==> src/rtl/fib_pkg.sv <==
`default_nettype none
// +----------------------------------------------------------------------+
// | Package : fib_pkg                                                    |
// | Brief   : Shared widths, requester ids, arbiter states and hash tag  |
// |           type for the FIB hash-unit sharing logic.                  |
// | Rev     : 1.0  initial release                                       |
// +----------------------------------------------------------------------+
package fib_pkg;

  localparam int PREFIX_W = 64;
  localparam int LEN_W    = 6;
  localparam int HASH_W   = 10;

  // Owner of a hash request
  typedef enum logic [0:0] {
    REQ_INSERT = 1'b0,
    REQ_LOOKUP = 1'b1
  } req_id_e;

  // Arbiter ownership mode
  typedef enum logic [0:0] {
    ARB_OPEN   = 1'b0,
    ARB_LOCKED = 1'b1
  } arb_state_e;

  // Tag travelling alongside a request through the hash latency
  typedef struct packed {
    logic    valid;
    req_id_e id;
  } hash_tag_t;

endpackage : fib_pkg
`default_nettype wire

==> src/rtl/fib_hash_tag_pipe.sv <==
`default_nettype none
// +----------------------------------------------------------------------+
// | Module : fib_hash_tag_pipe                                           |
// | Brief  : Shift register of DEPTH stages carrying {valid,id} so that  |
// |          each hash result can be routed back to its requester.      |
// | Rev    : 1.0  initial release                                        |
// +----------------------------------------------------------------------+
module fib_hash_tag_pipe
  import fib_pkg::*;
#(
  parameter int DEPTH = 2
) (
  input  logic      clk,
  input  logic      rst,
  input  hash_tag_t tag_in,
  output hash_tag_t tag_out
);

  hash_tag_t r_stage [DEPTH];

  for (genvar i = 0; i < DEPTH; i++) begin : g_stage
    if (i == 0) begin : g_head
      // First stage captures the tag of the request granted this cycle
      always_ff @(posedge clk) begin
        if (!rst) r_stage[i] <= '0;
        else      r_stage[i] <= tag_in;
      end
    end else begin : g_body
      // Later stages simply advance the tag one cycle
      always_ff @(posedge clk) begin
        if (!rst) r_stage[i] <= '0;
        else      r_stage[i] <= r_stage[i-1];
      end
    end
  end

  assign tag_out = r_stage[DEPTH-1];

endmodule : fib_hash_tag_pipe
`default_nettype wire

==> src/rtl/fib_hash_arbiter.sv <==
`default_nettype none
// +----------------------------------------------------------------------+
// | Module : fib_hash_arbiter                                            |
// | Brief  : Shares one FIB hash unit between the insert path (req0) and |
// |          the LPM lookup path (req1). Round-robin when open; a lookup |
// |          lock gives req1 priority with one forced req0 grant every   |
// |          MAX_LOCK lookup grants. Responses return in grant order.    |
// | Option : FIB_HASH_ARB_STATS_EN adds saturating grant/force counters. |
// | Rev    : 1.0  initial release                                        |
// +----------------------------------------------------------------------+
module fib_hash_arbiter
  import fib_pkg::*;
#(
  parameter int HASH_LAT = 1,
  parameter int MAX_LOCK = 16
) (
  input  logic                clk,
  input  logic                rst,
  input  logic                req0,
  input  logic [PREFIX_W-1:0] prefix0,
  input  logic [LEN_W-1:0]    len0,
  output logic                gnt0,
  output logic                resp0_valid,
  input  logic                req1,
  input  logic [PREFIX_W-1:0] prefix1,
  input  logic [LEN_W-1:0]    len1,
  input  logic                lock1,
  output logic                gnt1,
  output logic                resp1_valid,
  output logic [HASH_W-1:0]   resp_hash,
  output logic [PREFIX_W-1:0] hash_prefix,
  output logic [LEN_W-1:0]    hash_len,
  input  logic [HASH_W-1:0]   hash_value,
  output logic                locked
`ifdef FIB_HASH_ARB_STATS_EN
  ,
  output logic [15:0]         gnt0_cnt,
  output logic [15:0]         gnt1_cnt,
  output logic [15:0]         force_cnt
`endif
);

  localparam int             CNT_W       = $clog2(MAX_LOCK + 1);
  localparam logic [CNT_W-1:0] c_max_lock = CNT_W'(MAX_LOCK);
  localparam logic [CNT_W-1:0] c_one      = CNT_W'(1);

  arb_state_e       r_state,    w_state_nxt;
  req_id_e          r_rr_last,  w_rr_nxt;
  logic [CNT_W-1:0] r_lock_cnt, w_lock_cnt_nxt;
  logic             w_gnt0, w_gnt1, w_force;
  hash_tag_t        w_tag_in, w_tag_out;

  // Arbitration state registers
  always_ff @(posedge clk) begin
    if (!rst) begin
      r_state    <= ARB_OPEN;
      r_rr_last  <= REQ_LOOKUP;
      r_lock_cnt <= '0;
    end else begin
      r_state    <= w_state_nxt;
      r_rr_last  <= w_rr_nxt;
      r_lock_cnt <= w_lock_cnt_nxt;
    end
  end

  // Grant decision and next-state; grants are suppressed while in reset
  always_comb begin
    w_gnt0         = 1'b0;
    w_gnt1         = 1'b0;
    w_force        = 1'b0;
    w_state_nxt    = r_state;
    w_rr_nxt       = r_rr_last;
    w_lock_cnt_nxt = r_lock_cnt;
    if (rst) begin
      case (r_state)
        ARB_OPEN: begin
          if (req0 && req1) begin
            if (r_rr_last == REQ_LOOKUP) w_gnt0 = 1'b1;
            else                         w_gnt1 = 1'b1;
          end else if (req0) begin
            w_gnt0 = 1'b1;
          end else if (req1) begin
            w_gnt1 = 1'b1;
          end
          if (w_gnt0) w_rr_nxt = REQ_INSERT;
          if (w_gnt1) begin
            w_rr_nxt = REQ_LOOKUP;
            // The grant that takes the lock counts toward the lock budget
            if (lock1) begin
              w_state_nxt    = ARB_LOCKED;
              w_lock_cnt_nxt = c_one;
            end
          end
        end
        ARB_LOCKED: begin
          if (req0 && (r_lock_cnt == c_max_lock)) begin
            w_gnt0         = 1'b1;
            w_force        = 1'b1;
            w_lock_cnt_nxt = '0;
          end else if (req1) begin
            w_gnt1 = 1'b1;
            // Hold at the budget so a waiting req0 still sees the limit
            if (r_lock_cnt != c_max_lock) w_lock_cnt_nxt = r_lock_cnt + c_one;
          end else if (req0) begin
            w_gnt0 = 1'b1;
          end
          if (!lock1) begin
            w_state_nxt    = ARB_OPEN;
            w_lock_cnt_nxt = '0;
            w_rr_nxt       = REQ_LOOKUP;
          end
        end
        default: w_state_nxt = ARB_OPEN;
      endcase
    end
  end

  assign gnt0   = w_gnt0;
  assign gnt1   = w_gnt1;
  assign locked = (r_state == ARB_LOCKED);

  // Present the granted key to the hash unit and hold it until the next grant
  always_ff @(posedge clk) begin
    if (!rst) begin
      hash_prefix <= '0;
      hash_len    <= '0;
    end else if (w_gnt1) begin
      hash_prefix <= prefix1;
      hash_len    <= len1;
    end else if (w_gnt0) begin
      hash_prefix <= prefix0;
      hash_len    <= len0;
    end
  end

  assign w_tag_in.valid = w_gnt0 | w_gnt1;
  assign w_tag_in.id    = w_gnt1 ? REQ_LOOKUP : REQ_INSERT;

  // One extra stage covers the cycle spent registering the hash inputs
  fib_hash_tag_pipe #(
    .DEPTH (HASH_LAT + 1)
  ) u_tag_pipe (
    .clk     (clk),
    .rst     (rst),
    .tag_in  (w_tag_in),
    .tag_out (w_tag_out)
  );

  // Capture the hash result and steer the ready pulse to its owner
  always_ff @(posedge clk) begin
    if (!rst) begin
      resp0_valid <= 1'b0;
      resp1_valid <= 1'b0;
      resp_hash   <= '0;
    end else begin
      resp0_valid <= w_tag_out.valid && (w_tag_out.id == REQ_INSERT);
      resp1_valid <= w_tag_out.valid && (w_tag_out.id == REQ_LOOKUP);
      if (w_tag_out.valid) resp_hash <= hash_value;
    end
  end

`ifdef FIB_HASH_ARB_STATS_EN
  // Saturating grant statistics
  always_ff @(posedge clk) begin
    if (!rst) begin
      gnt0_cnt  <= '0;
      gnt1_cnt  <= '0;
      force_cnt <= '0;
    end else begin
      if (w_gnt0  && (gnt0_cnt  != 16'hFFFF)) gnt0_cnt  <= gnt0_cnt  + 16'd1;
      if (w_gnt1  && (gnt1_cnt  != 16'hFFFF)) gnt1_cnt  <= gnt1_cnt  + 16'd1;
      if (w_force && (force_cnt != 16'hFFFF)) force_cnt <= force_cnt + 16'd1;
    end
  end
`endif

endmodule : fib_hash_arbiter
`default_nettype wire

==> config.mk <==
export PLATFORM = sky130hd
export DESIGN_NAME = fib_hash_arbiter
export DESIGN_NICKNAME = d
export VERILOG_FILES = /design/src/rtl/fib_pkg.sv /design/src/rtl/fib_hash_tag_pipe.sv /design/src/rtl/fib_hash_arbiter.sv
export SDC_FILE = /design/constraint.sdc
export NUM_CORES = 1
export LEC_CHECK = 0
export ABC_CLOCK_PERIOD_IN_PS = 4000
export CAP_MARGIN = 30
export CORE_UTILIZATION = 32
export DETAILED_ROUTE_END_ITERATION = 7
export PLACE_DENSITY = 0.71
export SLEW_MARGIN = 20
export SYNTH_ARGS = -nofsm -noshare
export SYNTH_HDL_FRONTEND = slang
export SYNTH_HIERARCHICAL = 1
export SYNTH_SLANG_ARGS = --single-unit
==> constraint.sdc <==
create_clock -name clk -period 4 [get_ports clk]
set_clock_uncertainty 0.1 [all_clocks]
set_input_delay 0.6 -clock clk [delete_from_list [all_inputs] [get_ports clk]]
set_output_delay 0.6 -clock clk [all_outputs]
set_load 0.005 [all_outputs]
Word-level counts from Yosys, hierarchy flattened
Memories as Yosys holds them, arrays and structs flattened.
Cells that the tools add are included.
{"block": "op_classes", "n_addsub": 1, "eq_ne": 8, "muxes": 41, "n_bitwise": 5, "n_reduce_logical": 7}
{"operator": "$mux 64", "count": 2}
{"operator": "$mux 5", "count": 6}
{"operator": "$mux 1", "count": 24}
{"operator": "$mux 6", "count": 2}
{"operator": "$pmux 5 s2", "count": 1}
{"operator": "$pmux 1 s2", "count": 4}
{"operator": "$add 5x1->5 const B", "count": 1}
{"operator": "$eq 5x5->1 const B", "count": 1}
{"operator": "$ne 5x5->1 const B", "count": 1}
{"operator": "$logic_and 1x1->1", "count": 4}
{"operator": "$mux 2", "count": 2}
{"operator": "$ne 2x2->1 const B", "count": 2}
{"operator": "$ne 4x2->1 const B", "count": 1}
{"operator": "$ne 4x3->1 const B", "count": 1}
{"operator": "$reduce_and 4->1", "count": 1}
{"operator": "$ne 3x1->1 const B", "count": 1}
{"operator": "$or 1x1->1", "count": 3}
{"operator": "$ne 2x1->1 const B", "count": 1}
{"operator": "$not 1->1", "count": 2}
{"operator": "$reduce_and 2->1", "count": 1}
{"operator": "$reduce_bool 2->1", "count": 1}
{"block": "totals", "regBits": 89, "ram_bits": 4, "out_inout_bits": 85, "word_cells": 71, "memories": 1}
{"memory": "u_tag_pipe.r_stage", "depth": 2, "word_bits": 2, "read_ports": 2, "rd_ports_with_merged_regs": 0, "wr": 2, "line": "fib_hash_tag_pipe.sv:19", "rtl": "hash_tag_t r_stage [DEPTH];"}

Logic depth before layout (Yosys ltp)
Gate-level depths: netlist of run 1.
{"block": "logic_depth", "ltp_word": 9, "mapped_depth": 10, "mapped_depth_nobuf": 7}

By module
Netlist of run 1, hierarchy kept.
{"module": "fib_hash_arbiter", "n_inst": 1, "cells_each": 490, "area_each_um2": 3821.2, "seq_area_each_um2": 1781.7}
{"module": "fib_hash_tag_pipe", "n_inst": 1, "cells_each": 8, "area_each_um2": 105.1, "seq_area_each_um2": 80.1}

Worst setup path before layout of run 1
Ideal clock, no wire load.
{"block": "synth_timing", "kind": "input port to output port", "start": "in req0", "end": "out gnt1", "arrival_ps": 1598, "t_required_ps": 3300, "slack_ps": 1702, "stages": 6, "n_path_buf": 3, "path_cell_list": "clkbuf_1 and3b_1 a311o_1 buf_6 inv_6 buf_6"}
{"block": "synth_via", "elab_chain_len": 6}
{"item": "start, declared", "line": "fib_hash_arbiter.sv:19", "rtl": "input logic req0,"}
{"item": "$mux 1 / $logic_and 1x1->1 (equally long branches)", "line": "fib_hash_arbiter.sv:80, fib_hash_arbiter.sv:77"}
{"item": "$mux 1", "line": "fib_hash_arbiter.sv:77", "rtl": "if (req0 && req1) begin"}
{"item": "$mux 1", "line": "fib_hash_arbiter.sv:75", "rtl": "case (r_state)"}
{"item": "$mux 1", "line": "fib_hash_arbiter.sv:74", "rtl": "if (rst) begin"}
{"item": "$pmux 1 s2 *", "line": "fib_hash_arbiter.sv:75"}
{"item": "$mux 1 *", "line": "fib_hash_arbiter.sv:74"}
{"item": "end, declared", "line": "fib_hash_arbiter.sv:28", "rtl": "output logic gnt1,"}
Mark *: on every way between the ends. The rest lies on a longest branch, timed or not. The select of a mux whose other input is x is not followed.

Final worst setup path of run 1
Same ends and word-level chain as after synthesis.

==> flow_metrics.py, run 1 <==
metrics = {
    "grt": {
        "grt.total_usage": 0.200,
        "gr-total-overflow": 0,
        "grt_max_degree": 124,
        "met3_usage": 0.0702,
        "grtUsageMet2": 0.349,
        "grt_pass1_wl_um": 20000,
        "grt_use_met1": 0.210,
        "grt_busiest_layer": "met2",
        "antenna_found_initial": 0,
        "first_global_vias": 4133,
    },
    "clock_tree": {
        "cts_hold_buf": 0,
        "cts_tree": "done",
        "clk_pin_slew_ps": 60,
        "cts.sinks": 93,
        "ctsResizeCount": 0,
        "cts-buffers-inserted": 9,
        "clockBufferDepth": 2,
        "ctsHtreeMaxLevel": 3,
        "cts-root-buf": "clkbuf_16",
        "cts_setup_buffers": 0,
        "clock_latency_ps": 340,
    },
    "synth": {
        "yosys.area.top_type_share": 0.474,
        "netlist_area_sq_um": 3930,
        "syn_inst": 498,
        "synth_cell_types": 32,
        "yosysSeqAreaShare": 0.474,
        "yosys_warnings": 6,
        "synth_area_leaders": "dfxtp_1 (47%), nand2_1 (14%), a31oi_1 (11%)",
        "synthSimpleGateAreaFrac": 0.184,
        "syn_nets": 655,
        "ys_ff_latch": 93,
        "synth-adder-area-share": 0.00637,
        "avgSynthCellArea_sq_um": 7.88,
        "synth_compound_area_frac": 0.238,
        "synthMuxAreaShare": 0.0280,
        "synthXorXnorAreaFrac": 0,
        "synth_top_family_by_area": "compound AO/OA/AOI/OAI gates",
        "synth.largest_area_cell": "dfxtp_1",
    },
    "setup_path": {
        "critPathKind": "in -> out",
        "critPathBufInv": 3,
        "critPathSlowestCell": "clkdlybuf4s50_1",
        "cp.arrival_ps": 2340,
        "crit_chain": "clkdlybuf4s50_1 -> and3b_1 -> a311o_2 -> inv_6 -> clkdlybuf4s50_1",
        "rr_worst_depth": 9,
        "end_kind": "primary output",
        "r2r_slack_ps": 1370,
        "cpPeakStageDelay_ps": 540,
        "rr_startpoint": "r_lock_cnt[0]",
        "startpoint_type": "input pin",
        "crit_family": "buffers and inverters",
        "timing.rr.end": "hash_prefix[52]",
        "worst-path-max-fanout": 9,
        "critPathMostFrequentCell": "clkdlybuf4s50_1",
        "cp_data_required_time_ps": 3300,
    },
    "detailed_routing": {
        "post_drt_wl_per_cell_um": 14.7,
        "ant_nets": 0,
        "viasPerCell": 5.00,
        "drt_iter0_drc": 145,
        "num_vias": 4309,
        "post-route-drc-count": 0,
        "wl_um": 12600,
        "firstDrtPassIters": 4,
    },
    "final_layout": {
        "regArea_sq_um": 1860,
        "area_growth_pct": 69.9,
        "final_cell_mix": "clkdlybuf4s50_1 (238), nand2_1 (148), dfxtp_1 (93)",
        "mostFrequentLayoutCell": "clkdlybuf4s50_1",
        "multi_input_area_sq_um": 1800,
        "n_fill_cell": 1116,
        "num_antenna_cells": 0,
        "final_layout_size_suffix_gt1_frac": 0.0406,
        "fin_nets": 867,
    },
    "die": {
        "initial_utilization": 0.328,
        "fp.dieH_um": 113,
        "rows": 40,
        "die_w_um": 113,
        "io_pins": 240,
        "core_sq_um": 12000,
        "dieArea_sq_um": 12700,
    },
    "sta": {
        "finalHoldViolations": 0,
        "drv_slew": 0,
        "tightest_slew_ps": 783,
        "post-route-min-period_ps": 3040,
        "final-setup-viol-count": 0,
        "relSlewSlack": 0.478,
        "finalSetupTns_ps": 0,
        "rsz0062_at_grt": "false",
        "hold-worst-slack_ps": 312,
        "clock.fmax_ghz": 0.329,
        "period_share": 0.759,
    },
    "placed_design": {
        "place_congestion": 0.815,
        "hpwlAfterDp_um": 8730,
        "io_buffer_count": 239,
    },
    "hold_path": {
        "min_to": "resp0_valid",
        "hold-path-cell-count": 1,
        "hp-start": "u_tag_pipe/r_stage[1][0]",
        "hp-class": "reg -> reg",
    },
    "power_and_ir_drop": {
        "combPwrFrac": 0.188,
        "p_int_mw": 1.90,
        "powerDensity_nw_per_um2": 371,
        "p_clk_frac": 0.399,
        "leakagePower_nw": 2.53,
        "vdd_drop_max_v": 0.000269,
        "p_switching_mw": 0.570,
        "swShare": 0.230,
        "p_seq_frac": 0.413,
    },
    "status": {
        "run_status": "finished, final reports clean",
    },
    "job": {
        "cap_violations": 0,
    },
}
## power groups by stage
stage | clock network (mW) | logic (mW) | registers [mW]
final | 0.987 | 0.464 | 1.02
after global routing | 1.06 | 0.507 | 1.03
after CTS | 1.02 | 0.469 | 1.02
after detailed placement | 0 | 0.467 | 1.04
after global placement | 0 | 0.459 | 1.04
after floorplan | 0 | 0.161 | 1.04
## how the worst max path moves through the flow
stage / start / end / cells after the start
after floorplan: req0 / gnt1 / 6
after global placement: req0 / gnt1 / 5
after detailed placement: req0 / gnt1 / 5
after CTS: req0 / gnt1 / 5
after global routing: r_lock_cnt[0] / gnt1 / 7
final: req0 / gnt1 / 5
## kinds of logic after synthesis
logic type               Yosys count
flip-flops                        93
buffers and inverters             50
AND/OR/NAND/NOR                  180
adder cells (fa/ha/maj)            2
multiplexers                      11
AO/OA/AOI/OAI                    162
## routing by layer
| metal | vias up | share of wire |
|---|---|---|
| met1 | 1949 | 0.39 |
| met5 | - | 0 |
| met3 | 33 | 0.083 |
| met2 | 174 | 0.49 |
| li1 | 2153 | - |
| met4 | 0 | 0.038 |
## stage by stage
| step | cells | setup WS, ps | power (mW) | area (sq um) | utilization |
|---|---|---|---|---|---|
| after global routing | 862 | 917 | 2.59 | 6670 | 0.558 |
| after CTS | 862 | 960 | 2.51 | 6670 | 0.558 |
| after floorplan | 498 | 1700 | 1.20 | 3930 | - |
| final | 862 | 965 | 2.47 | 6670 | 0.558 |
| after global placement | 846 | 1000 | 1.50 | 6320 | 0.528 |
| after detailed placement | 846 | 970 | 1.51 | 6320 | 0.528 |
## registers in the layout, summed over array words and instances, names as in the netlist
name / count
r_lock_cnt: 5
locked: 1
u_tag_pipe/r_stage: 4
r_rr_last: 1
hash_len: 6
resp_hash: 10
resp1_valid: 1
resp0_valid: 1
hash_prefix: 64
## synth_stat cells
cell type,instances
dfxtp_1,93
a211o_1,1
nand3_1,4
buf_2,8
inv_6,1
buf_6,8
a311o_1,1
o21ai_0,74
a211oi_1,2
nor2_1,15
or2_2,1
mux2i_1,11
o311a_1,1
o2bb2ai_1,2
and3b_1,2
and2_1,4
and3_1,1
nor3_1,2
a21boi_0,1
clkbuf_1,25
o21ai_1,1
nand2_1,148
inv_2,1
ha_1,2
a21oi_1,7
nor4bb_1,2
o31ai_2,1
or3_1,1
buf_1,1
inv_1,4
a31oi_1,71
buf_4,2
## final cells by class
class,instances,share of cell area
clock inverter,6,0.0165
tap,147,0.0276
timing repair buffer,245,0.367
sequential,93,0.279
clock buffer,10,0.0358
multi-input combinational,355,0.270
inverter,6,0.00413
No activity file was read; power rests on OpenSTA's default activity.
==> run 2, diff against run 1 <==
--- a/config.mk
+++ b/config.mk
@@ -5,7 +5,7 @@
 export SDC_FILE = /design/constraint.sdc
 export NUM_CORES = 1
 export LEC_CHECK = 0
-export ABC_CLOCK_PERIOD_IN_PS = 4000
+export ABC_CLOCK_PERIOD_IN_PS = 2800
 export CAP_MARGIN = 30
 export CORE_UTILIZATION = 32
 export DETAILED_ROUTE_END_ITERATION = 7
==> constraint.sdc (replaced) <==
create_clock -name clk -period 2.8 [get_ports clk]
set_clock_uncertainty 0.1 [all_clocks]
set_input_delay 0.42 -clock clk [delete_from_list [all_inputs] [get_ports clk]]
set_output_delay 0.42 -clock clk [all_outputs]
set_load 0.005 [all_outputs]
==> run 2 against run 1 <==
  * First-iteration DRC count is 13% higher
  * Register-to-register slack worse by 1100 ps
  * Final cell count up 0.46%
  * Setup slack lost 880 ps
==> flow_metrics.py, run 2 (same netlist as run 1, synthesis figures left out) <==
metrics = {
    "die": {
        "core_sq_um": 12000,
        "rows": 40,
        "fp.dieH_um": 113,
        "initial_utilization": 0.328,
        "io_pins": 240,
        "die_w_um": 113,
        "dieArea_sq_um": 12700,
    },
    "final_layout": {
        "largest_reg_flops": 64,
        "postLayoutCoreUtil": 0.557,
        "mostFrequentLayoutCell": "clkdlybuf4s50_1",
        "fin_area_sq_um": 6660,
        "num_antenna_cells": 0,
        "final_layout_size_suffix_gt1_frac": 0.0417,
        "final_cell_mix": "clkdlybuf4s50_1 (238), nand2_1 (148), dfxtp_1 (93)",
        "top_regs": "hash_prefix x64, resp_hash x10, hash_len x6",
        "fin_nets": 872,
        "final_cell_count_no_fill": 866,
        "largest-register": "hash_prefix",
        "area_growth_pct": 69.7,
        "n_fill_cell": 1115,
    },
    "sta": {
        "finalSetupTns_ps": 0,
        "post-route-min-period_ps": 2710,
        "clock.fmax_ghz": 0.369,
        "relSlewSlack": 0.463,
        "rsz0062_at_grt": "false",
        "tightest_slew_ps": 805,
        "final-setup-viol-count": 0,
        "finalHoldViolations": 0,
        "hold-worst-slack_ps": 324,
        "drv_slew": 0,
        "final.setup.worst_slack_ps": 86.6,
        "period_share": 0.969,
    },
    "power_and_ir_drop": {
        "swShare": 0.235,
        "p_clk_frac": 0.352,
        "vdd_drop_max_v": 0.000300,
        "p_seq_frac": 0.443,
        "leakagePower_nw": 2.53,
        "p_switching_mw": 0.775,
        "p_int_mw": 2.52,
        "combPwrFrac": 0.204,
        "total_power_mw": 3.29,
        "powerDensity_nw_per_um2": 495,
    },
    "hold_path": {
        "min_to": "resp0_valid",
        "hp-start": "u_tag_pipe/r_stage[1][0]",
        "hp-class": "reg -> reg",
        "hold-path-cell-count": 1,
    },
    "clock_tree": {
        "cts-buffers-inserted": 9,
        "clock_latency_ps": 330,
        "cts_tree": "done",
        "ctsHtreeMaxLevel": 3,
        "clk_pin_slew_ps": 60,
        "clockBufferDepth": 2,
        "cts-root-buf": "clkbuf_16",
        "cts.sinks": 93,
    },
    "setup_path": {
        "cp.arrival_ps": 2190,
        "crit_chain": "inv_1 -> ha_1 -> nor4bb_4 -> a311o_2 -> inv_6 -> clkdlybuf4s50_1",
        "r2r_slack_ps": 260,
        "cpPeakStageDelay_ps": 500,
        "critPathKind": "reg -> out",
        "timing.rr.end": "hash_prefix[18]",
        "rr_startpoint": "r_lock_cnt[0]",
        "end_kind": "primary output",
        "critPathSlowestCell": "clkdlybuf4s50_1",
        "worst-path-max-fanout": 4,
        "rr_worst_depth": 8,
        "startpoint_type": "flop",
        "cp_data_required_time_ps": 2280,
    },
    "detailed_routing": {
        "post_drt_wl_per_cell_um": 14.5,
        "num_vias": 4329,
        "wl_um": 12600,
        "ant_nets": 0,
        "post-route-drc-count": 0,
        "drt_iter0_drc": 164,
        "viasPerCell": 5.00,
        "firstDrtPassIters": 4,
    },
    "grt": {
        "antenna_found_initial": 0,
        "gr-total-overflow": 0,
        "first_global_vias": 4019,
        "grt_max_degree": 78,
        "grt_pass1_wl_um": 19400,
        "grt.total_usage": 0.193,
    },
    "job": {
        "cap_violations": 0,
    },
    "placed_design": {
        "dp_cells": 851,
        "place_congestion": 0.784,
        "place_area_sq_um": 6370,
        "hpwlAfterDp_um": 8870,
        "pre_cts_slack_ps": 70.0,
        "io_buffer_count": 239,
    },
    "status": {
        "run_status": "finished, final reports clean",
    },
}
-- run 2: changes by cell type in the layout (fill, tap and decap cells not counted), sizes merged --
cell / delta
buf: +5
clkbuf: +3
clkinvlp: -2
bufinv: -2
-- run 2: layout make-up --
cell class | instances | area, sq um | area share
multi-input cells | 355 | 1820 | 0.273
flip-flops and latches | 93 | 1860 | 0.279
clock buffers | 13 | 240 | 0.0361
well taps | 147 | 184 | 0.0276
inverters | 6 | 27.5 | 0.00413
clock inverters | 2 | 35.0 | 0.00526
repair buffers | 250 | 2490 | 0.375
-- run 2: worst max-delay path: cells and delay by family, from the launching register on --
kind            cells  cell delay (ps)
flops               1              390
simple gates        1              180
fa+ha+maj           1              210
compound gates      1              450
buf+inv             3              630
-- run 2: how the worst max path moves through the flow --
stage | cells past startpoint | end | slack (ps) | startpoint
after global routing | 6 | gnt1 | 40 | r_lock_cnt[0]
after floorplan | 8 | gnt1 | 730 | r_lock_cnt[0]
after global placement | 7 | hash_len[1] | 210 | r_lock_cnt[0]
after detailed placement | 7 | hash_len[1] | 70 | r_lock_cnt[0]
final | 6 | gnt1 | 90 | r_lock_cnt[0]
after CTS | 6 | gnt0 | 40 | r_lock_cnt[0]
-- run 2: power groups by stage --
stage / combinational, mW / sequential (mW) / clock [mW]
after floorplan: 0.231 / 1.49 / 0
after CTS: 0.679 / 1.46 / 1.20
after global placement: 0.666 / 1.48 / 0
final: 0.674 / 1.46 / 1.16
after global routing: 0.733 / 1.47 / 1.26
after detailed placement: 0.675 / 1.49 / 0
-- run 2: timing repair --
action,in CTS,in global routing
buffers inserted,0,0
resized for setup,1,1
setup endpoints to repair,2,1
hold buffers,0,0
pin swaps,0,0
gates cloned,0,0
-- run 2: routing by layer --
layer  GRT usage  wire [um]  up-vias
met2       0.352       6330      177
met3      0.0611       1070       27
met4      0.0916        369        0
met1       0.202       4790     1968
li1            -          -     2157
met5           0          0        -
